--- config.mk ---
export PLATFORM = sky130hd
export DESIGN_NAME = rs_wakeup_buffer_flat
export DESIGN_NICKNAME = d
export VERILOG_FILES = /design/src/rtl/rs_pkg.sv /design/src/rtl/rs_wakeup_buffer_if.sv /design/src/rtl/rs_wakeup_entry.sv /design/src/rtl/rs_wakeup_buffer.sv /design/src/flat_wrapper.sv
export SDC_FILE = /design/constraint.sdc
export NUM_CORES = 1
export LEC_CHECK = 0
export CORE_MARGIN = 2
export CORE_UTILIZATION = 45
export DETAILED_ROUTE_END_ITERATION = 8
export PLACE_DENSITY = 0.67
export SETUP_SLACK_MARGIN = 0.1
export SYNTH_ARGS = -nofsm -noshare
export SYNTH_HDL_FRONTEND = slang
export SYNTH_SLANG_ARGS = --single-unit
--- constraint.sdc ---
create_clock -name clk_i -period 3.4 [get_ports clk_i]
set_input_delay 0.68 -clock clk_i [delete_from_list [all_inputs] [get_ports clk_i]]
set_output_delay 0.68 -clock clk_i [all_outputs]
set_load 0.01 [all_outputs]
--- src/rtl/rs_pkg.sv ---
// rs_wakeup_buffer shared types and widths.
// Entry record and index/count widths derived from the default depth.
package rs_pkg;

  localparam int RS_DEPTH  = 8;
  localparam int RS_DATA_W = 32;
  localparam int RS_TAG_W  = 4;
  localparam int RS_IDX_W  = $clog2(RS_DEPTH);
  localparam int RS_CNT_W  = $clog2(RS_DEPTH + 1);

  typedef struct packed {
    logic                 valid;
    logic [RS_DATA_W-1:0] data;
    logic [RS_TAG_W-1:0]  rs1_tag;
    logic                 rs1_rdy;
    logic [RS_TAG_W-1:0]  rs2_tag;
    logic                 rs2_rdy;
    logic [RS_TAG_W-1:0]  dst_tag;
  } rs_entry_t;

endpackage

--- src/rtl/rs_wakeup_buffer_if.sv ---
// rs_wakeup_buffer port bundle: dispatch, CDB snoop, issue.
// master drives dispatch/CDB/issue-ready, slave is the buffer.
interface rs_wakeup_buffer_if
  import rs_pkg::*;
#(
  parameter int DATA_W = RS_DATA_W,
  parameter int TAG_W  = RS_TAG_W,
  parameter int IDX_W  = RS_IDX_W,
  parameter int CNT_W  = RS_CNT_W
) ();

  logic              flush_i;
  logic              disp_valid_i;
  logic              disp_ready_o;
  logic [DATA_W-1:0] disp_data_i;
  logic [TAG_W-1:0]  disp_rs1_tag_i;
  logic [TAG_W-1:0]  disp_rs2_tag_i;
  logic              disp_rs1_rdy_i;
  logic              disp_rs2_rdy_i;
  logic [TAG_W-1:0]  disp_dst_tag_i;
  logic              cdb_valid_i;
  logic [TAG_W-1:0]  cdb_tag_i;
  logic              issue_valid_o;
  logic              issue_ready_i;
  logic [DATA_W-1:0] issue_data_o;
  logic [TAG_W-1:0]  issue_dst_tag_o;
  logic [IDX_W-1:0]  issue_idx_o;
  logic [CNT_W-1:0]  occupancy_o;

  modport master (
    output flush_i, disp_valid_i, disp_data_i,
    output disp_rs1_tag_i, disp_rs2_tag_i,
    output disp_rs1_rdy_i, disp_rs2_rdy_i,
    output disp_dst_tag_i, cdb_valid_i, cdb_tag_i,
    output issue_ready_i,
    input  disp_ready_o, issue_valid_o, issue_data_o,
    input  issue_dst_tag_o, issue_idx_o, occupancy_o
  );

  modport slave (
    input  flush_i, disp_valid_i, disp_data_i,
    input  disp_rs1_tag_i, disp_rs2_tag_i,
    input  disp_rs1_rdy_i, disp_rs2_rdy_i,
    input  disp_dst_tag_i, cdb_valid_i, cdb_tag_i,
    input  issue_ready_i,
    output disp_ready_o, issue_valid_o, issue_data_o,
    output issue_dst_tag_o, issue_idx_o, occupancy_o
  );

endinterface

--- src/rtl/rs_wakeup_entry.sv ---
// One reservation-station slot: storage, CDB tag match, dispatch bypass.
// Allocation and issue-free never hit the same slot in one cycle.
module rs_wakeup_entry
  import rs_pkg::*;
(
  input  logic                 i_clk,
  input  logic                 i_rst_n,
  input  logic                 i_flush,
  input  logic                 i_alloc,
  input  logic                 i_free,
  input  rs_entry_t            i_disp,
  input  logic                 i_cdb_valid,
  input  logic [RS_TAG_W-1:0]  i_cdb_tag,
  output logic                 o_valid,
  output logic                 o_ready,
  output logic [RS_DATA_W-1:0] o_data,
  output logic [RS_TAG_W-1:0]  o_dst_tag
);

  rs_entry_t r_entry;

  logic w_hit1;
  logic w_hit2;
  logic w_byp1;
  logic w_byp2;

  assign w_hit1 = i_cdb_valid & (i_cdb_tag == r_entry.rs1_tag);
  assign w_hit2 = i_cdb_valid & (i_cdb_tag == r_entry.rs2_tag);
  assign w_byp1 = i_cdb_valid & (i_cdb_tag == i_disp.rs1_tag);
  assign w_byp2 = i_cdb_valid & (i_cdb_tag == i_disp.rs2_tag);

  // slot write, issue-free and operand wakeup
  always_ff @(posedge i_clk) begin
    if (!i_rst_n) begin
      r_entry <= '0;
    end else if (i_flush) begin
      r_entry.valid <= 1'b0;
    end else if (i_alloc) begin
      r_entry         <= i_disp;
      r_entry.valid   <= 1'b1;
      r_entry.rs1_rdy <= i_disp.rs1_rdy | w_byp1;
      r_entry.rs2_rdy <= i_disp.rs2_rdy | w_byp2;
    end else begin
      if (i_free)
        r_entry.valid <= 1'b0;
      if (r_entry.valid && w_hit1)
        r_entry.rs1_rdy <= 1'b1;
      if (r_entry.valid && w_hit2)
        r_entry.rs2_rdy <= 1'b1;
    end
  end

  assign o_valid   = r_entry.valid;
  assign o_ready   = r_entry.valid
                   & r_entry.rs1_rdy
                   & r_entry.rs2_rdy;
  assign o_data    = r_entry.data;
  assign o_dst_tag = r_entry.dst_tag;

endmodule

--- src/rtl/rs_wakeup_buffer.sv ---
// Reservation-station issue buffer with CDB wakeup.
// RS_AGE_PRIO_EN: oldest-ready issue via age matrix (default lowest index).
module rs_wakeup_buffer
  import rs_pkg::*;
#(
  parameter int DEPTH  = RS_DEPTH,
  parameter int DATA_W = RS_DATA_W,
  parameter int TAG_W  = RS_TAG_W
) (
  input logic          clk_i,
  input logic          rst_n_i,
  rs_wakeup_buffer_if.slave bus
);

  localparam int IDX_W = $clog2(DEPTH);
  localparam int CNT_W = $clog2(DEPTH + 1);

  rs_entry_t         w_disp;
  logic [DEPTH-1:0]  w_valid;
  logic [DEPTH-1:0]  w_free;
  logic [DEPTH-1:0]  w_ready;
  logic [DEPTH-1:0]  w_alloc_oh;
  logic [DEPTH-1:0]  w_sel_oh;
  logic [DEPTH-1:0]  w_free_oh;
  logic [DATA_W-1:0] w_data [DEPTH];
  logic [TAG_W-1:0]  w_dst  [DEPTH];
  logic [DATA_W-1:0] w_issue_data;
  logic [TAG_W-1:0]  w_issue_dst;
  logic [IDX_W-1:0]  w_issue_idx;
  logic              w_disp_fire;
  logic              w_issue_fire;
  logic [CNT_W-1:0]  r_occ;

  assign w_disp = '{
    valid:   1'b1,
    data:    bus.disp_data_i,
    rs1_tag: bus.disp_rs1_tag_i,
    rs1_rdy: bus.disp_rs1_rdy_i,
    rs2_tag: bus.disp_rs2_tag_i,
    rs2_rdy: bus.disp_rs2_rdy_i,
    dst_tag: bus.disp_dst_tag_i
  };

  assign w_free = ~w_valid;

  assign bus.disp_ready_o  = rst_n_i & (|w_free);
  assign bus.issue_valid_o = rst_n_i & (|w_ready);

  assign w_disp_fire  = bus.disp_valid_i
                      & bus.disp_ready_o;
  assign w_issue_fire = bus.issue_valid_o
                      & bus.issue_ready_i;

  assign w_free_oh = w_sel_oh & {DEPTH{w_issue_fire}};

  // lowest-index free slot, qualified by the dispatch handshake
  always_comb begin
    w_alloc_oh = '0;
    for (int i = DEPTH - 1; i >= 0; i--) begin
      if (w_free[i]) begin
        w_alloc_oh    = '0;
        w_alloc_oh[i] = 1'b1;
      end
    end
    w_alloc_oh = w_alloc_oh & {DEPTH{w_disp_fire}};
  end

  for (genvar g = 0; g < DEPTH; g++) begin : g_ent
    rs_wakeup_entry u_ent (
      .i_clk       (clk_i),
      .i_rst_n     (rst_n_i),
      .i_flush     (bus.flush_i),
      .i_alloc     (w_alloc_oh[g]),
      .i_free      (w_free_oh[g]),
      .i_disp      (w_disp),
      .i_cdb_valid (bus.cdb_valid_i),
      .i_cdb_tag   (bus.cdb_tag_i),
      .o_valid     (w_valid[g]),
      .o_ready     (w_ready[g]),
      .o_data      (w_data[g]),
      .o_dst_tag   (w_dst[g])
    );
  end

`ifdef RS_AGE_PRIO_EN
  // r_age[i][j]=1: entry j was allocated before entry i
  logic [DEPTH-1:0] r_age [DEPTH];

  // age rows set on allocation, columns cleared on free
  always_ff @(posedge clk_i) begin
    for (int i = 0; i < DEPTH; i++) begin
      if (!rst_n_i || bus.flush_i)
        r_age[i] <= '0;
      else if (w_alloc_oh[i])
        r_age[i] <= w_valid & ~w_free_oh;
      else
        r_age[i] <= r_age[i] & ~w_free_oh;
    end
  end

  // oldest ready entry: ready with no older ready entry
  always_comb begin
    w_sel_oh = '0;
    for (int i = 0; i < DEPTH; i++)
      w_sel_oh[i] = w_ready[i] & ~(|(r_age[i] & w_ready));
  end
`else
  // lowest-index ready entry
  always_comb begin
    w_sel_oh = '0;
    for (int i = DEPTH - 1; i >= 0; i--) begin
      if (w_ready[i]) begin
        w_sel_oh    = '0;
        w_sel_oh[i] = 1'b1;
      end
    end
  end
`endif

  // one-hot mux of the selected entry onto the issue port
  always_comb begin
    w_issue_idx  = '0;
    w_issue_data = '0;
    w_issue_dst  = '0;
    for (int i = 0; i < DEPTH; i++) begin
      if (w_sel_oh[i]) begin
        w_issue_idx  = w_issue_idx | IDX_W'(i);
        w_issue_data = w_issue_data | w_data[i];
        w_issue_dst  = w_issue_dst | w_dst[i];
      end
    end
  end

  assign bus.issue_idx_o     = rst_n_i ? w_issue_idx  : '0;
  assign bus.issue_data_o    = rst_n_i ? w_issue_data : '0;
  assign bus.issue_dst_tag_o = rst_n_i ? w_issue_dst  : '0;

  // occupancy tracks dispatch and issue; flush wins over both
  always_ff @(posedge clk_i) begin
    if (!rst_n_i || bus.flush_i) begin
      r_occ <= '0;
    end else begin
      unique case ({w_disp_fire, w_issue_fire})
        2'b10:   r_occ <= r_occ + CNT_W'(1);
        2'b01:   r_occ <= r_occ - CNT_W'(1);
        default: r_occ <= r_occ;
      endcase
    end
  end

  assign bus.occupancy_o = r_occ;

endmodule
--- src/flat_wrapper.sv ---
// flat-port wrapper written by rule: the top's interface ports become plain ports
module rs_wakeup_buffer_flat import rs_pkg::*;
#(
  parameter int DEPTH  = RS_DEPTH,
  parameter int DATA_W = RS_DATA_W,
  parameter int TAG_W  = RS_TAG_W
)
  (clk_i, rst_n_i, bus_flush_i, bus_disp_valid_i, bus_disp_data_i, bus_disp_rs1_tag_i, bus_disp_rs2_tag_i, bus_disp_rs1_rdy_i, bus_disp_rs2_rdy_i, bus_disp_dst_tag_i, bus_cdb_valid_i, bus_cdb_tag_i, bus_issue_ready_i, bus_disp_ready_o, bus_issue_valid_o, bus_issue_data_o, bus_issue_dst_tag_o, bus_issue_idx_o, bus_occupancy_o);
  rs_wakeup_buffer_if #(.DATA_W(DATA_W), .TAG_W(TAG_W)) bus_i ();
  input logic clk_i;
  input logic rst_n_i;
  input wire logic [$bits(bus_i.flush_i)-1:0] bus_flush_i;
  input wire logic [$bits(bus_i.disp_valid_i)-1:0] bus_disp_valid_i;
  input wire logic [$bits(bus_i.disp_data_i)-1:0] bus_disp_data_i;
  input wire logic [$bits(bus_i.disp_rs1_tag_i)-1:0] bus_disp_rs1_tag_i;
  input wire logic [$bits(bus_i.disp_rs2_tag_i)-1:0] bus_disp_rs2_tag_i;
  input wire logic [$bits(bus_i.disp_rs1_rdy_i)-1:0] bus_disp_rs1_rdy_i;
  input wire logic [$bits(bus_i.disp_rs2_rdy_i)-1:0] bus_disp_rs2_rdy_i;
  input wire logic [$bits(bus_i.disp_dst_tag_i)-1:0] bus_disp_dst_tag_i;
  input wire logic [$bits(bus_i.cdb_valid_i)-1:0] bus_cdb_valid_i;
  input wire logic [$bits(bus_i.cdb_tag_i)-1:0] bus_cdb_tag_i;
  input wire logic [$bits(bus_i.issue_ready_i)-1:0] bus_issue_ready_i;
  output wire logic [$bits(bus_i.disp_ready_o)-1:0] bus_disp_ready_o;
  output wire logic [$bits(bus_i.issue_valid_o)-1:0] bus_issue_valid_o;
  output wire logic [$bits(bus_i.issue_data_o)-1:0] bus_issue_data_o;
  output wire logic [$bits(bus_i.issue_dst_tag_o)-1:0] bus_issue_dst_tag_o;
  output wire logic [$bits(bus_i.issue_idx_o)-1:0] bus_issue_idx_o;
  output wire logic [$bits(bus_i.occupancy_o)-1:0] bus_occupancy_o;
  assign bus_i.flush_i = bus_flush_i;
  assign bus_i.disp_valid_i = bus_disp_valid_i;
  assign bus_i.disp_data_i = bus_disp_data_i;
  assign bus_i.disp_rs1_tag_i = bus_disp_rs1_tag_i;
  assign bus_i.disp_rs2_tag_i = bus_disp_rs2_tag_i;
  assign bus_i.disp_rs1_rdy_i = bus_disp_rs1_rdy_i;
  assign bus_i.disp_rs2_rdy_i = bus_disp_rs2_rdy_i;
  assign bus_i.disp_dst_tag_i = bus_disp_dst_tag_i;
  assign bus_i.cdb_valid_i = bus_cdb_valid_i;
  assign bus_i.cdb_tag_i = bus_cdb_tag_i;
  assign bus_i.issue_ready_i = bus_issue_ready_i;
  assign bus_disp_ready_o = bus_i.disp_ready_o;
  assign bus_issue_valid_o = bus_i.issue_valid_o;
  assign bus_issue_data_o = bus_i.issue_data_o;
  assign bus_issue_dst_tag_o = bus_i.issue_dst_tag_o;
  assign bus_issue_idx_o = bus_i.issue_idx_o;
  assign bus_occupancy_o = bus_i.occupancy_o;
  rs_wakeup_buffer #(.DEPTH(DEPTH), .DATA_W(DATA_W), .TAG_W(TAG_W)) u_core (.clk_i(clk_i), .rst_n_i(rst_n_i), .bus(bus_i));
endmodule
* Word-level counts from Yosys, hierarchy flattened *
Cells that the tools add are included.

storage, ports and cells
  bits in read-only memories = 0
  bits in latches = 0
  memories kept = 0
  input port bits = 56
  word-level logic and storage cells = 299
  output and inout bits = 45
  RAM bits = 0
  flip-flop bits (word level) = 380

cells by class
  shift-type cells = 0
  add/sub/neg operators = 2
  reductions and logical operators = 70
  mux-type cells = 91
  eq/ne operators = 20
  divide/modulo/power cells = 0
  order comparisons = 0
  multipliers = 0
  bitwise logic cells = 59

operator list
  cell                                                 number
  two-way mux 32 bit                                   9
  bitwise OR 32 bit                                    7
  two-way mux 8 bit                                    16
  equality test 4 bit                                  18
  nonzero test 2 bit                                   25
  two-way mux 1 bit                                    49
  AND reduction 2 bit                                  24
  AND 1 bit                                            38
  two-way mux 4 bit                                    9
  bitwise OR 4 bit                                     7
  AND 8 bit                                            2
  logical AND 1 bit                                    16
  OR reduction 8 bit                                   2
  two-way mux 3 bit                                    5
  NOT 8 bit                                            1
  case mux 4 bit (2 select lines)                      1
  adder 4 x 1 -> 4 bit, second input constant          1
  two-way mux 2 bit                                    2
  subtractor 4 x 1 -> 4 bit, second input constant     1
  equality test 2 x 1 -> 1 bit, second input constant  1
  equality test 2 bit, second input constant           1
  NOT 1 bit                                            2
  bitwise OR 1 bit                                     2
  OR reduction 2 bit                                   1
  other kinds (2)                                      2

* Depth between registers and ports, before layout *
Gate-level depths: netlist of run 1.

  word-level depth = 26
  mapped depth = 13
  mapped depth without buffers = 12

* Cells and area by module *
From an unflattened synthesis of run 1, not the netlist that was laid out.

second synthesis, totals
  cells, all modules = 2,541
  area, all modules = 19,627.6 um^2

by module, submodules not included
  module            area each (um^2)  instances  cells an instance
  rs_wakeup_entry   2,145.8           8          270
  rs_wakeup_buffer  2,461.1           1          381

* Worst setup path after synthesis of run 1 *
OpenSTA, ideal clock, no wires.

  path type = in2reg
  from = input rst_n_i
  to = register u_core.r_occ[3] (netlist: u_core.bus.occupancy_o[3])
  setup slack = 0.879 ns
  data required time = 3.329 ns
  path buffers = 1
  cell stages on the path = 10
  arrival = 2.451 ns
  path through = clkbuf_1 -> nand2_1 -> nor2_1 -> ha_1 -> ha_1 -> a21o_1 -> a21oi_1 -> xnor2_1 -> or3_1 -> a21oi_1

between the ends
  word-level cells in the longest chain between the ends = 4

RTL lines
  item                                                                   RTL line                                        RTL
  start: declaration                                                     flat_wrapper.sv:11                              input logic rst_n_i;
  AND 1 bit, on equally long branches                                    rs_wakeup_buffer.sv:47, rs_wakeup_buffer.sv:46
  AND 1 bit, on equally long branches                                    rs_wakeup_buffer.sv:52, rs_wakeup_buffer.sv:50
  equality test 2 x 1 -> 1 bit or equality test 2 bit (tied branches)    rs_wakeup_buffer.sv:143                         unique case ({w_disp_fire, w_issue_fire})
  case mux 4 bit (2 select lines) or nonzero test 2 bit (tied branches)  --
  end signal: assignment                                                 rs_wakeup_buffer.sv:144                         2'b10: r_occ <= r_occ + CNT_W'(1);
  end signal: assignment                                                 rs_wakeup_buffer.sv:145                         2'b01: r_occ <= r_occ - CNT_W'(1);
  end signal: assignment                                                 rs_wakeup_buffer.sv:146                         default: r_occ <= r_occ;
  end: declaration                                                       rs_wakeup_buffer.sv:32                          logic [CNT_W-1:0] r_occ;

Several ways; a longest one is shown, not always the timed one.
A chain may end at the register's enable or synchronous reset.

* Final worst setup path of run 1 *
  from = register u_core.g_ent[2].u_ent.r_entry, in the netlist u_core.g_ent[2].u_ent.o_valid
  to = output bus_issue_data_o[3]

between the ends
  word-level cells in the longest chain between the ends = 21

RTL lines
  item                                 RTL line                 RTL
  start: declaration                   rs_wakeup_entry.sv:20    rs_entry_t r_entry;
  start signal: assignment             rs_wakeup_entry.sv:39    r_entry <= i_disp;
  AND 1 bit (*)                        rs_wakeup_entry.sv:55    & r_entry.rs1_rdy
  AND 1 bit (*)                        rs_wakeup_entry.sv:56    & r_entry.rs2_rdy;
  two-way mux 8 bit (*) (3 in series)  rs_wakeup_buffer.sv:112  if (w_ready[i]) begin
  two-way mux 32 bit                   rs_wakeup_buffer.sv:126  if (w_sel_oh[i]) begin
  bitwise OR 32 bit                    rs_wakeup_buffer.sv:128  w_issue_data = w_issue_data | w_data[i];
  two-way mux 32 bit                   rs_wakeup_buffer.sv:126
  bitwise OR 32 bit                    rs_wakeup_buffer.sv:128
  two-way mux 32 bit                   rs_wakeup_buffer.sv:126
  [3 not listed]                       --
  two-way mux 32 bit                   rs_wakeup_buffer.sv:126
  bitwise OR 32 bit                    rs_wakeup_buffer.sv:128
  two-way mux 32 bit                   rs_wakeup_buffer.sv:126
  bitwise OR 32 bit                    rs_wakeup_buffer.sv:128
  two-way mux 32 bit                   rs_wakeup_buffer.sv:126
  bitwise OR 32 bit                    rs_wakeup_buffer.sv:128
  two-way mux 32 bit (*)               rs_wakeup_buffer.sv:126
  two-way mux 32 bit (*)               rs_wakeup_buffer.sv:135  assign bus.issue_data_o = rst_n_i ? w_issue_data : '0;
  end: declaration                     flat_wrapper.sv:25       output wire logic [$bits(bus_i.issue_data_o)-1:0] bus_issue_data_o;

Every way passes the cells marked *; elsewhere a longest branch is shown, timed or not.

==> impl_table.tex, run 1 <==
\begin{tabular}{lr}
\hline
Metric & Value \\
\hline
\multicolumn{2}{l}{\textbf{Clock tree}} \\
Root Buffer Master & clkbuf\_16 \\
Clock sink total & 380 \\
Number of buffers inserted by hold repair at cts & 0 \\
H-Tree Depth & 2 \\
Clock slew at the register clock pins of the worst setup and hold paths & $\sim$0.06 ns \\
CTS tree & built \\
Number of buffers created by CTS & 42 \\
Clock latency of the later-clocked register in the worst-skew pair & 0.56 ns \\
Max Buffers Root-to-Sink & 3 \\
\multicolumn{2}{l}{\textbf{Critical path}} \\
Worst reg-to-reg path cell count & 12 \\
Startpoint type of the worst setup path & flop \\
Critical register-to-register path startpoint & u\_core.g\_ent[0].u\_ent.r\_entry[4] \\
Required @ worst endpoint & 2.72 ns \\
Critical path startpoint & u\_core.g\_ent[2].u\_ent.o\_valid \\
Maximum fanout encountered on the critical timing path & 11 \\
Critical register-to-register path endpoint & u\_core.bus.occupancy\_o[3] \\
Data arrival time at the worst-slack endpoint & roughly 2.6 ns \\
Critical setup path kind & reg2out \\
FF-to-FF setup slack & 0.49 ns \\
Setup crit end kind & output port \\
\multicolumn{2}{l}{\textbf{Pwr}} \\
Internal power & $\sim$7500 uW \\
Worst-case vdd ir drop & 396 uV \\
Power density normalized to cell area & a little under 500 nW/um\^{}2 \\
Static leakage power & 0.00668 uW \\
Part of the total power dissipated in the clock network & 48.7\% \\
Portion of total power attributed to combinational logic & between 4 and 5\% \\
P\_sw & about 2100 uW \\
Seq pwr share & a little under half \\
Switching fraction of total power & between 20\% and 30\% \\
\multicolumn{2}{l}{\textbf{Synthesis}} \\
Cell types with the largest area share after synthesis & dfxtp\_1, nand2\_1, a21oi\_1 \\
Flip-flop cell with the highest count after synthesis & dfxtp\_1 \\
Flops \& latches, synth & 380 \\
Synthesized instance count & 2,146 \\
EDFF count, synth & 0 \\
Synthesis Warnings & 0 \\
Mean post-synth cell area & 7.76 um\^{}2 \\
Dominant cell by count in the synthesized netlist & nand2\_1 \\
Biggest area consumer among synthesized cells & dfxtp\_1 \\
Number of distinct library cells after synthesis & 59 \\
Cell Area, Synth & 16,600 um\^{}2 \\
Total nets after synthesis & 2,206 \\
Sequential share of the synthesized area & approximately 46\% \\
Fraction of synthesized cell area taken by the top area cell type & between 40\% and 50\% \\
Commonest cells post-synth & nand2\_1, dfxtp\_1, a21oi\_1 \\
FFs w/ async S/R, synth & 0\% \\
\multicolumn{2}{l}{\textbf{Timing}} \\
Fmax achieved & between 0.3 and 0.4 GHz \\
Transition time at the pin with the least slew margin & 0.759 ns \\
Clk\_skew & 0.0265 ns \\
Final-report hold violation count & 0 \\
Unrepaired setup endpoints after global routing & yes \\
Final worst path period share & 95.9\% \\
Count of pins over their slew limit & 0 \\
Count of endpoints failing setup in the final report & 0 \\
Min Clock Period, post-route & around 3.3 ns \\
Worst slew margin relative to its limit & 48.7\% \\
\multicolumn{2}{l}{\textbf{Global route}} \\
Overall routing resource usage & 27.0\% \\
Maximum number of pins on one net before global-route repair & 52 \\
First-pass GRT wire length & 82,500 um \\
Antenna violations before repair & 1 \\
Vias in the first global route & 14,964 \\
GRT overflow & 0 \\
\multicolumn{2}{l}{\textbf{Routing}} \\
Detailed Route WL & 52,200 um \\
Antenna Nets Post-Route & 0 \\
DRC violations left & 0 \\
Vias after detailed routing & 15,361 \\
Routed vias/inst & between 5 and 6 \\
Iteration-0 DRC Markers & 1,461 \\
Wirelength per Cell & 19.5 um \\
First-pass detailed-route iteration total & 6 \\
\multicolumn{2}{l}{\textbf{Min path}} \\
Worst hold endpoint & u\_core.g\_ent[0].u\_ent.o\_data[9] \\
Origin of the worst min-delay path & u\_core.g\_ent[0].u\_ent.o\_data[9] \\
Hold path depth & 2 \\
Worst hold path class & reg2reg \\
\multicolumn{2}{l}{\textbf{Finish}} \\
Fraction of the core area covered by cells at the end of the flow & a little over half \\
Multi-input combinational cell area & 8000 um\^{}2 \\
Storage element area & approximately 7600 um\^{}2 \\
Fraction of layout instances using a drive strength above 1 & 9.92\% \\
Antenna Diode Count & 0 \\
Fill count & 3,381 \\
Final Instance Area & 19,700 um\^{}2 \\
Number of nets at the end of the flow & 2,243 \\
Layout overhead on the synthesized area & 18.0\% \\
\multicolumn{2}{l}{\textbf{Placement}} \\
Detailed-placement wirelength estimate & 32,600 um \\
Placed Area & 18,000 um\^{}2 \\
I/O Buffers & 100 \\
GP Congestion & 0.884 \\
\multicolumn{2}{l}{\textbf{Floorplan}} \\
Width of the die & 196 um \\
Die Height & a little under 200 um \\
Area enclosed by the die boundary & 38,600 um\^{}2 \\
Row Count & 70 \\
Core footprint & 36,500 um\^{}2 \\
I/O pin total & 101 \\
Initial Util & 45.6\% \\
\multicolumn{2}{l}{\textbf{Job}} \\
Max-capacitance violation count & 0 \\
\multicolumn{2}{l}{\textbf{Outcome}} \\
Run status & finished, final reports clean \\
\hline
\end{tabular}
==> power groups by stage <==
stage,registers (uW),logic [uW],clock network (uW)
final,4490,418,4660
after global routing,4490,449,4890
after CTS,4490,415,4730
after detailed placement,4580,412,0
after global placement,4580,408,0
after floorplan,4580,259,0
==> per-layer routing <==
metal / vias up / share of wire, % / track usage [%] / wire (um)
li1: 7352 / - / - / -
met1: 7314 / 43 / 34.8 / 22200
met2: 581 / 47 / 45.6 / 24700
met3: 112 / 6.7 / 3.54 / 3520
met4: 2 / 3.2 / 11.1 / 1690
met5: - / 0.025 / 0 / 13
==> repair_timing <==
item                                    4_1_cts  5_1_grt
resized for setup                            66       19
hold endpoints to repair                      0        0
pin swaps                                     9       11
endpoints found under the setup margin       38       14
setup buffers                                 7        3
cloned                                        1        0
==> cell usage in the layout, fill, tap and decap left out, types with 7 or more instances in the layout <==
cell	n
nand2_1	751
dfxtp_1	377
a21oi_1	373
buf_4	83
clkdlybuf4s50_1	64
a31oi_1	45
clkbuf_16	43
xor2_1	42
o21ai_0	38
a222oi_1	35
a221o_1	34
a22o_1	34
xnor2_1	33
dlygate4sd2_1	31
nand3_1	21
nor2_1	20
buf_12	15
nor3_1	13
o21ai_1	10
clkbuf_8	8
nand3_2	7
nand4_1	7
==> how the worst max path moves through the flow <==
stage | to | slack (ns)
6_report | bus_issue_data_o[3] | 0.14
5_1_grt | bus_issue_data_o[3] | 0.07
4_1_cts | bus_issue_data_o[11] | -0.01
3_5_place_dp | bus_issue_data_o[21] | 0.06
3_3_place_gp | bus_issue_data_o[30] | 0.08
2_1_floorplan | u_core.bus.occupancy_o[3] | 0.88
==> worst max-delay path: stages (launching register included) <==
cell and delay, ns:
dfxtp_1 0.37, buf_6 0.16, nand3_4 0.12, nand4_4 0.15, nor3_4 0.05, buf_4 0.17, bufbuf_16 0.28, a222oi_1 0.32
a31oi_1 0.16, clkdlybuf4s15_1 0.27
==> logic make-up (layout without fill, tap and decap cells) <==
logic type	Yosys count	after routing	share of synthesized area [%]
AND/OR/NAND/NOR	869	869	21.5
AO/OA/AOI/OAI	598	598	21.7
flip-flops	380	380	45.7
buffers and inverters	220	282	6.82
XOR/XNOR	75	75	3.95
adder cells (fa/ha/maj)	4	4	0.346
==> per-stage QoR <==
step | cells | hold slack [ns] | setup WS [ns] | power [uW] | TNS (ns)
after floorplan | 2146 | 0.433 | 0.879 | 4840 | 0
after global placement | 2596 | 0.438 | 0.0799 | 4990 | 0
after detailed placement | 2596 | 0.444 | 0.0649 | 5000 | 0
after CTS | 2673 | 0.452 | -0.00968 | 9630 | -0.00968
after global routing | 2676 | 0.467 | 0.0713 | 9830 | 0
final | 2676 | 0.451 | 0.139 | 9560 | 0
==> sequential cells by signal, indices dropped and copies added, names as in the netlist <==
signal	cells
u_core.bus.occupancy_o	4
u_core.g_ent.u_ent.o_data	256
u_core.g_ent.u_ent.o_dst_tag	32
u_core.g_ent.u_ent.o_valid	8
u_core.g_ent.u_ent.r_entry	80
==> layout make-up <==
type	instances	share of cell area, %
Multi-Input combinational cell	1546	40.7
Sequential cell	380	38.7
Timing Repair Buffer	208	10.3
Clock buffer	57	6.15
Tap cell	468	2.98
Clock inverter	12	0.993
Inverter	5	0.134
(Power assumes the default switching activity.)
==> run 2, diff against run 1 <==
- CTS_BUF_LIST: default -> sky130_fd_sc_hd__clkbuf_4 sky130_fd_sc_hd__clkbuf_8 sky130_fd_sc_hd__clkbuf_16
==> impl_table.tex, run 2 (synthesized netlist as in run 1, its figures left out) <==
\begin{tabular}{lr}
\hline
Metric & Value \\
\hline
\multicolumn{2}{l}{\textbf{Outcome}} \\
Run status & finished, final reports clean \\
\multicolumn{2}{l}{\textbf{Clock tree}} \\
Clock latency of the later-clocked register in the worst-skew pair & $\sim$0.56 ns \\
CTS tree & built \\
Clock sink total & 380 \\
Clock slew at the register clock pins of the worst setup and hold paths & 0.06 ns \\
Number of buffers created by CTS & 42 \\
Max Buffers Root-to-Sink & 3 \\
Root Buffer Master & clkbuf\_16 \\
H-Tree Depth & 2 \\
\multicolumn{2}{l}{\textbf{Routing}} \\
DRC violations left & 0 \\
Routed vias/inst & 5.77 \\
Antenna Nets Post-Route & 0 \\
First-pass detailed-route iteration total & 7 \\
Vias after detailed routing & 15,453 \\
Wirelength per Cell & 19.5 um \\
Iteration-0 DRC Markers & 1,578 \\
Detailed Route WL & around 52,000 um \\
\multicolumn{2}{l}{\textbf{Timing}} \\
Transition time at the pin with the least slew margin & 0.755 ns \\
Sum Neg Setup Slack & 0 ns \\
Fmax achieved & around 0.3 GHz \\
Min Clock Period, post-route & roughly 3.3 ns \\
Final worst path period share & between 90\% and 100\% \\
Unrepaired setup endpoints after global routing & yes \\
Worst slew margin relative to its limit & between 40\% and 50\% \\
Count of endpoints failing setup in the final report & 0 \\
Count of pins over their slew limit & 0 \\
Clk\_skew & 0.0244 ns \\
Final-report hold violation count & 0 \\
\multicolumn{2}{l}{\textbf{Critical path}} \\
Maximum fanout encountered on the critical timing path & 13 \\
Critical setup path kind & reg2out \\
Startpoint type of the worst setup path & flop \\
Required @ worst endpoint & 2.72 ns \\
Data arrival time at the worst-slack endpoint & 2.59 ns \\
Setup crit end kind & output port \\
\multicolumn{2}{l}{\textbf{Placement}} \\
GP Congestion & $\sim$0.88 \\
Number of cells after detailed placement & 2,596 \\
Detailed-placement wirelength estimate & 32,600 um \\
I/O Buffers & 100 \\
Placed Area & about 18,000 um\^{}2 \\
\multicolumn{2}{l}{\textbf{Floorplan}} \\
I/O pin total & approximately 100 \\
Initial Util & roughly 46\% \\
Width of the die & slightly below 200 um \\
Die Height & about 200 um \\
Row Count & 70 \\
Area enclosed by the die boundary & 38,600 um\^{}2 \\
Core footprint & 36,500 um\^{}2 \\
\multicolumn{2}{l}{\textbf{Pwr}} \\
Worst-case vdd ir drop & 396 uV \\
Static leakage power & 0.00670 uW \\
Power density normalized to cell area & 489 nW/um\^{}2 \\
\multicolumn{2}{l}{\textbf{Global route}} \\
Maximum number of pins on one net before global-route repair & 52 \\
Overall routing resource usage & 27.0\% \\
First-pass GRT wire length & 82,600 um \\
Vias in the first global route & approximately 15,000 \\
GRT overflow & 0 \\
Antenna violations before repair & 1 \\
\multicolumn{2}{l}{\textbf{Job}} \\
Max-capacitance violation count & 0 \\
\multicolumn{2}{l}{\textbf{Finish}} \\
Fill count & 3,379 \\
Multi-input combinational cell area & 8000 um\^{}2 \\
Most common library cell in the layout ignoring fill and taps & nand2\_1 \\
Max FFs per register & 256 \\
Antenna Diode Count & 0 \\
Storage element area & 7610 um\^{}2 \\
Final Instance Area & 19,700 um\^{}2 \\
Fraction of layout instances using a drive strength above 1 & approximately 10\% \\
Commonest cells after routing, fill and taps aside & nand2\_1, dfxtp\_1, a21oi\_1, buf\_4, clkdlybuf4s50\_1 \\
Non-filler cells in the finished layout & approximately 2,700 \\
Number of nets at the end of the flow & between 2,000 and 2,500 \\
Layout overhead on the synthesized area & 18.2\% \\
\multicolumn{2}{l}{\textbf{Min path}} \\
Worst hold path class & reg2reg \\
\hline
\end{tabular}
[run 2: through the flow]
step | power, uW | setup slack [ns] | hold slack, ns | utilization (%)
global route | 9880 | 0.0713 | 0.467 | 53.9
detailed placement | 5000 | 0.0649 | 0.444 | 49.4
CTS | 9680 | -0.00968 | 0.452 | 53.7
floorplan | 4840 | 0.879 | 0.433 | -
global placement | 4990 | 0.0799 | 0.438 | 49.4
finish | 9620 | 0.130 | 0.451 | 53.9
[run 2: final cells by class]
cell class | count | area share, %
Timing Repair Buffer | 208 | 10.3
Multi-Input combinational cell | 1546 | 40.7
Tap cell | 468 | 2.98
Clock inverter | 12 | 0.992
Clock buffer | 57 | 6.26
Inverter | 5 | 0.134
Sequential cell | 380 | 38.7
[run 2: what timing repair did]
action                     4_1_cts  5_1_grt
hold buffers                     0        0
cloned                           1        0
gates resized for setup         66       19
setup endpoints to repair       38       14
buffers inserted                 7        3
pin swaps                        9       11
[run 2: final timing paths]
| check | from | end | slack [ns] | cells past startpoint |
|---|---|---|---|---|
| worst min register to register | u_core.g_ent[0].u_ent.o_data[9] | u_core.g_ent[0].u_ent.o_data[9] | 0.45 | 2 |
| worst max register to register | u_core.g_ent[0].u_ent.r_entry[4] | u_core.bus.occupancy_o[3] | 0.51 | 12 |
| worst max-delay path | u_core.g_ent[2].u_ent.o_valid | bus_issue_data_o[31] | 0.13 | 9 |
| worst min-delay path | u_core.g_ent[0].u_ent.o_data[9] | u_core.g_ent[0].u_ent.o_data[9] | 0.45 | 2 |
[run 2: power by group]
| part | leakage (uW) | switching, uW | internal (uW) | total, uW |
|---|---|---|---|---|
| registers | 0.00306 | 11.9 | 4470 | 4490 |
| logic | 0.00293 | 272 | 145 | 418 |
| clock network | 0.000710 | 1820 | 2900 | 4720 |
[run 2: routing by layer]
layer	track usage (%)	routed length (um)
met1	34.8	22400
met2	45.6	24700
met3	3.51	3520
met4	11.3	1720
met5	0	13
[run 2: worst max-delay path, cell delays in order, from the launching register on]
cell	delay (ns)
dfxtp_1	0.36
buf_6	0.16
nand3_4	0.12
nand4_4	0.15
nor3_4	0.05
buf_4	0.15
buf_6	0.15
a222oi_1	0.40
a31oi_2	0.19
dlygate4sd2_1	0.32
==> run 3, diff against run 2 <==
- CORE_UTILIZATION: 45 -> 35
- PLACE_DENSITY: 0.67 -> 0.56
==> impl_table.tex, run 3 (synthesized netlist as in run 1, its figures left out) <==
\begin{tabular}{lr}
\hline
Metric & Value \\
\hline
\multicolumn{2}{l}{\textbf{Finish}} \\
Fill count & 4,647 \\
Fraction of the core area covered by cells at the end of the flow & 43.0\% \\
Antenna Diode Count & 0 \\
Number of nets at the end of the flow & between 2,000 and 2,500 \\
Commonest cells after routing, fill and taps aside & nand2\_1, a21oi\_1, dfxtp\_1, buf\_4, clkdlybuf4s50\_1 \\
Layout overhead on the synthesized area & 20.9\% \\
Final Instance Area & 20,100 um\^{}2 \\
Max FFs per register & 256 \\
Multi-input combinational cell area & 8050 um\^{}2 \\
Fraction of layout instances using a drive strength above 1 & between 10 and 15\% \\
Storage element area & 7630 um\^{}2 \\
Most common library cell in the layout ignoring fill and taps & nand2\_1 \\
\multicolumn{2}{l}{\textbf{Floorplan}} \\
I/O pin total & 101 \\
Initial Util & 35.6\% \\
Area enclosed by the die boundary & 49,300 um\^{}2 \\
Core footprint & 46,800 um\^{}2 \\
Row Count & $\sim$80 \\
Width of the die & roughly 220 um \\
Die Height & 222 um \\
\multicolumn{2}{l}{\textbf{Timing}} \\
Transition time at the pin with the least slew margin & between 0.8 and 0.9 ns \\
Clk\_skew & 0.0105 ns \\
Fmax achieved & 0.308 GHz \\
Min Clock Period, post-route & 3.25 ns \\
Final worst path period share & $\sim$96\% \\
Count of pins over their slew limit & 0 \\
PnR worst setup slack & 0.148 ns \\
Worst slew margin relative to its limit & around 46\% \\
Unrepaired setup endpoints after global routing & yes \\
Sum Neg Setup Slack & 0 ns \\
Final-report hold violation count & 0 \\
Count of endpoints failing setup in the final report & 0 \\
\multicolumn{2}{l}{\textbf{Clock tree}} \\
H-Tree Depth & 2 \\
Root Buffer Master & clkbuf\_16 \\
Number of buffers created by CTS & 43 \\
CTS tree & built \\
Number of buffers inserted by hold repair at cts & 0 \\
Max Buffers Root-to-Sink & 3 \\
Clock latency of the later-clocked register in the worst-skew pair & $\sim$0.56 ns \\
Clock sink total & 380 \\
Clock slew at the register clock pins of the worst setup and hold paths & 0.06 ns \\
\multicolumn{2}{l}{\textbf{Routing}} \\
Iteration-0 DRC Markers & around 1,300 \\
Routed vias/inst & 5.41 \\
DRC violations left & 4 \\
Detailed Route WL & approximately 55,000 um \\
Vias after detailed routing & 15,267 \\
First-pass detailed-route iteration total & 9 \\
Wirelength per Cell & 19.6 um \\
Antenna Nets Post-Route & 0 \\
\multicolumn{2}{l}{\textbf{Pwr}} \\
Power density normalized to cell area & 497 nW/um\^{}2 \\
Post-route total power & 10000 uW \\
Worst-case vdd ir drop & 339 uV \\
Static leakage power & $\sim$0.0068 uW \\
\multicolumn{2}{l}{\textbf{Global route}} \\
Maximum number of pins on one net before global-route repair & 106 \\
Antenna violations before repair & 1 \\
First-pass GRT wire length & about 86,000 um \\
Vias in the first global route & 14,958 \\
Overall routing resource usage & 22.1\% \\
GRT overflow & 0 \\
\multicolumn{2}{l}{\textbf{Critical path}} \\
Worst reg-to-reg path cell count & 12 \\
Critical path startpoint & u\_core.g\_ent[0].u\_ent.o\_valid \\
Data arrival time at the worst-slack endpoint & about 2.6 ns \\
Required @ worst endpoint & roughly 2.7 ns \\
Startpoint type of the worst setup path & flop \\
FF-to-FF setup slack & 0.61 ns \\
CP endpoint & bus\_issue\_data\_o[3] \\
Setup crit end kind & output port \\
Critical register-to-register path endpoint & u\_core.bus.occupancy\_o[3] \\
Critical register-to-register path startpoint & u\_core.g\_ent[2].u\_ent.o\_valid \\
Critical setup path kind & reg2out \\
Maximum fanout encountered on the critical timing path & 18 \\
\multicolumn{2}{l}{\textbf{Job}} \\
Max-capacitance violation count & 0 \\
\multicolumn{2}{l}{\textbf{Placement}} \\
Detailed-placement wirelength estimate & 34,400 um \\
I/O Buffers & 100 \\
Placed Area & about 18,000 um\^{}2 \\
GP Congestion & 0.853 \\
Minimum setup slack after placement & 0.277 ns \\
\multicolumn{2}{l}{\textbf{Min path}} \\
Worst hold path class & reg2reg \\
Origin of the worst min-delay path & u\_core.g\_ent[0].u\_ent.o\_data[20] \\
\multicolumn{2}{l}{\textbf{Outcome}} \\
Run status & finished, violations left \\
Violations in the final reports & design-rule violations \\
\hline
\end{tabular}
run 3: per-stage QoR:
step	instances	hold slack (ns)
final	2821	0.449
after global routing	2821	0.467
after CTS	2818	0.452
after detailed placement	2728	0.443
after global placement	2728	0.438
after floorplan	2146	0.433
run 3: layer usage:
layer / global-route usage [%] / wire [um]
met4: 7.50 / 1550
met2: 37.6 / 26500
met1: 28.3 / 24000
met5: 0 / 8
met3: 3.88 / 3420
run 3: timing repair:
action                     CTS  global route
buffers inserted             8             3
pin swaps                   23            13
setup endpoints to repair   38            24
gates resized for setup     74            24
cloned                       2             0
run 3: power by group:
part | switching [uW] | internal (uW)
logic | 277 | 144
clock network | 1920 | 3170
registers | 11.9 | 4470
total | 2210 | 7790
run 3: final cells by class:
| class | count | area share, % |
|---|---|---|
| multi-input cells | 1546 | 40.0 |
| flip-flops and latches | 380 | 37.9 |
| repair buffers | 203 | 10.3 |
| clock buffers | 61 | 6.35 |
| well taps | 607 | 3.77 |
| clock inverters | 19 | 1.48 |
| inverters | 5 | 0.131 |
run 3: worst min path at each step:
| stage | to | slack (ns) | cells past startpoint |
|---|---|---|---|
| 5_1_grt | u_core.g_ent[2].u_ent.o_data[8] | 0.47 | 2 |
| 2_1_floorplan | u_core.g_ent[0].u_ent.o_data[0] | 0.43 | 2 |
| 3_5_place_dp | u_core.g_ent[0].u_ent.o_data[0] | 0.44 | 2 |
| 4_1_cts | u_core.g_ent[0].u_ent.o_data[15] | 0.45 | 2 |
| 3_3_place_gp | u_core.g_ent[0].u_ent.o_data[16] | 0.44 | 2 |
| 6_report | u_core.g_ent[0].u_ent.o_data[20] | 0.45 | 2 |
run 3: critical path, stage by stage, from the launching register on:
cell and delay (ns):
dfxtp_1 0.35, nand3_2 0.15, nand2_4 0.14, nor3_4 0.06, buf_4 0.15, bufbuf_16 0.30
a222oi_1 0.44, a31oi_1 0.17, clkdlybuf4s15_2 0.25
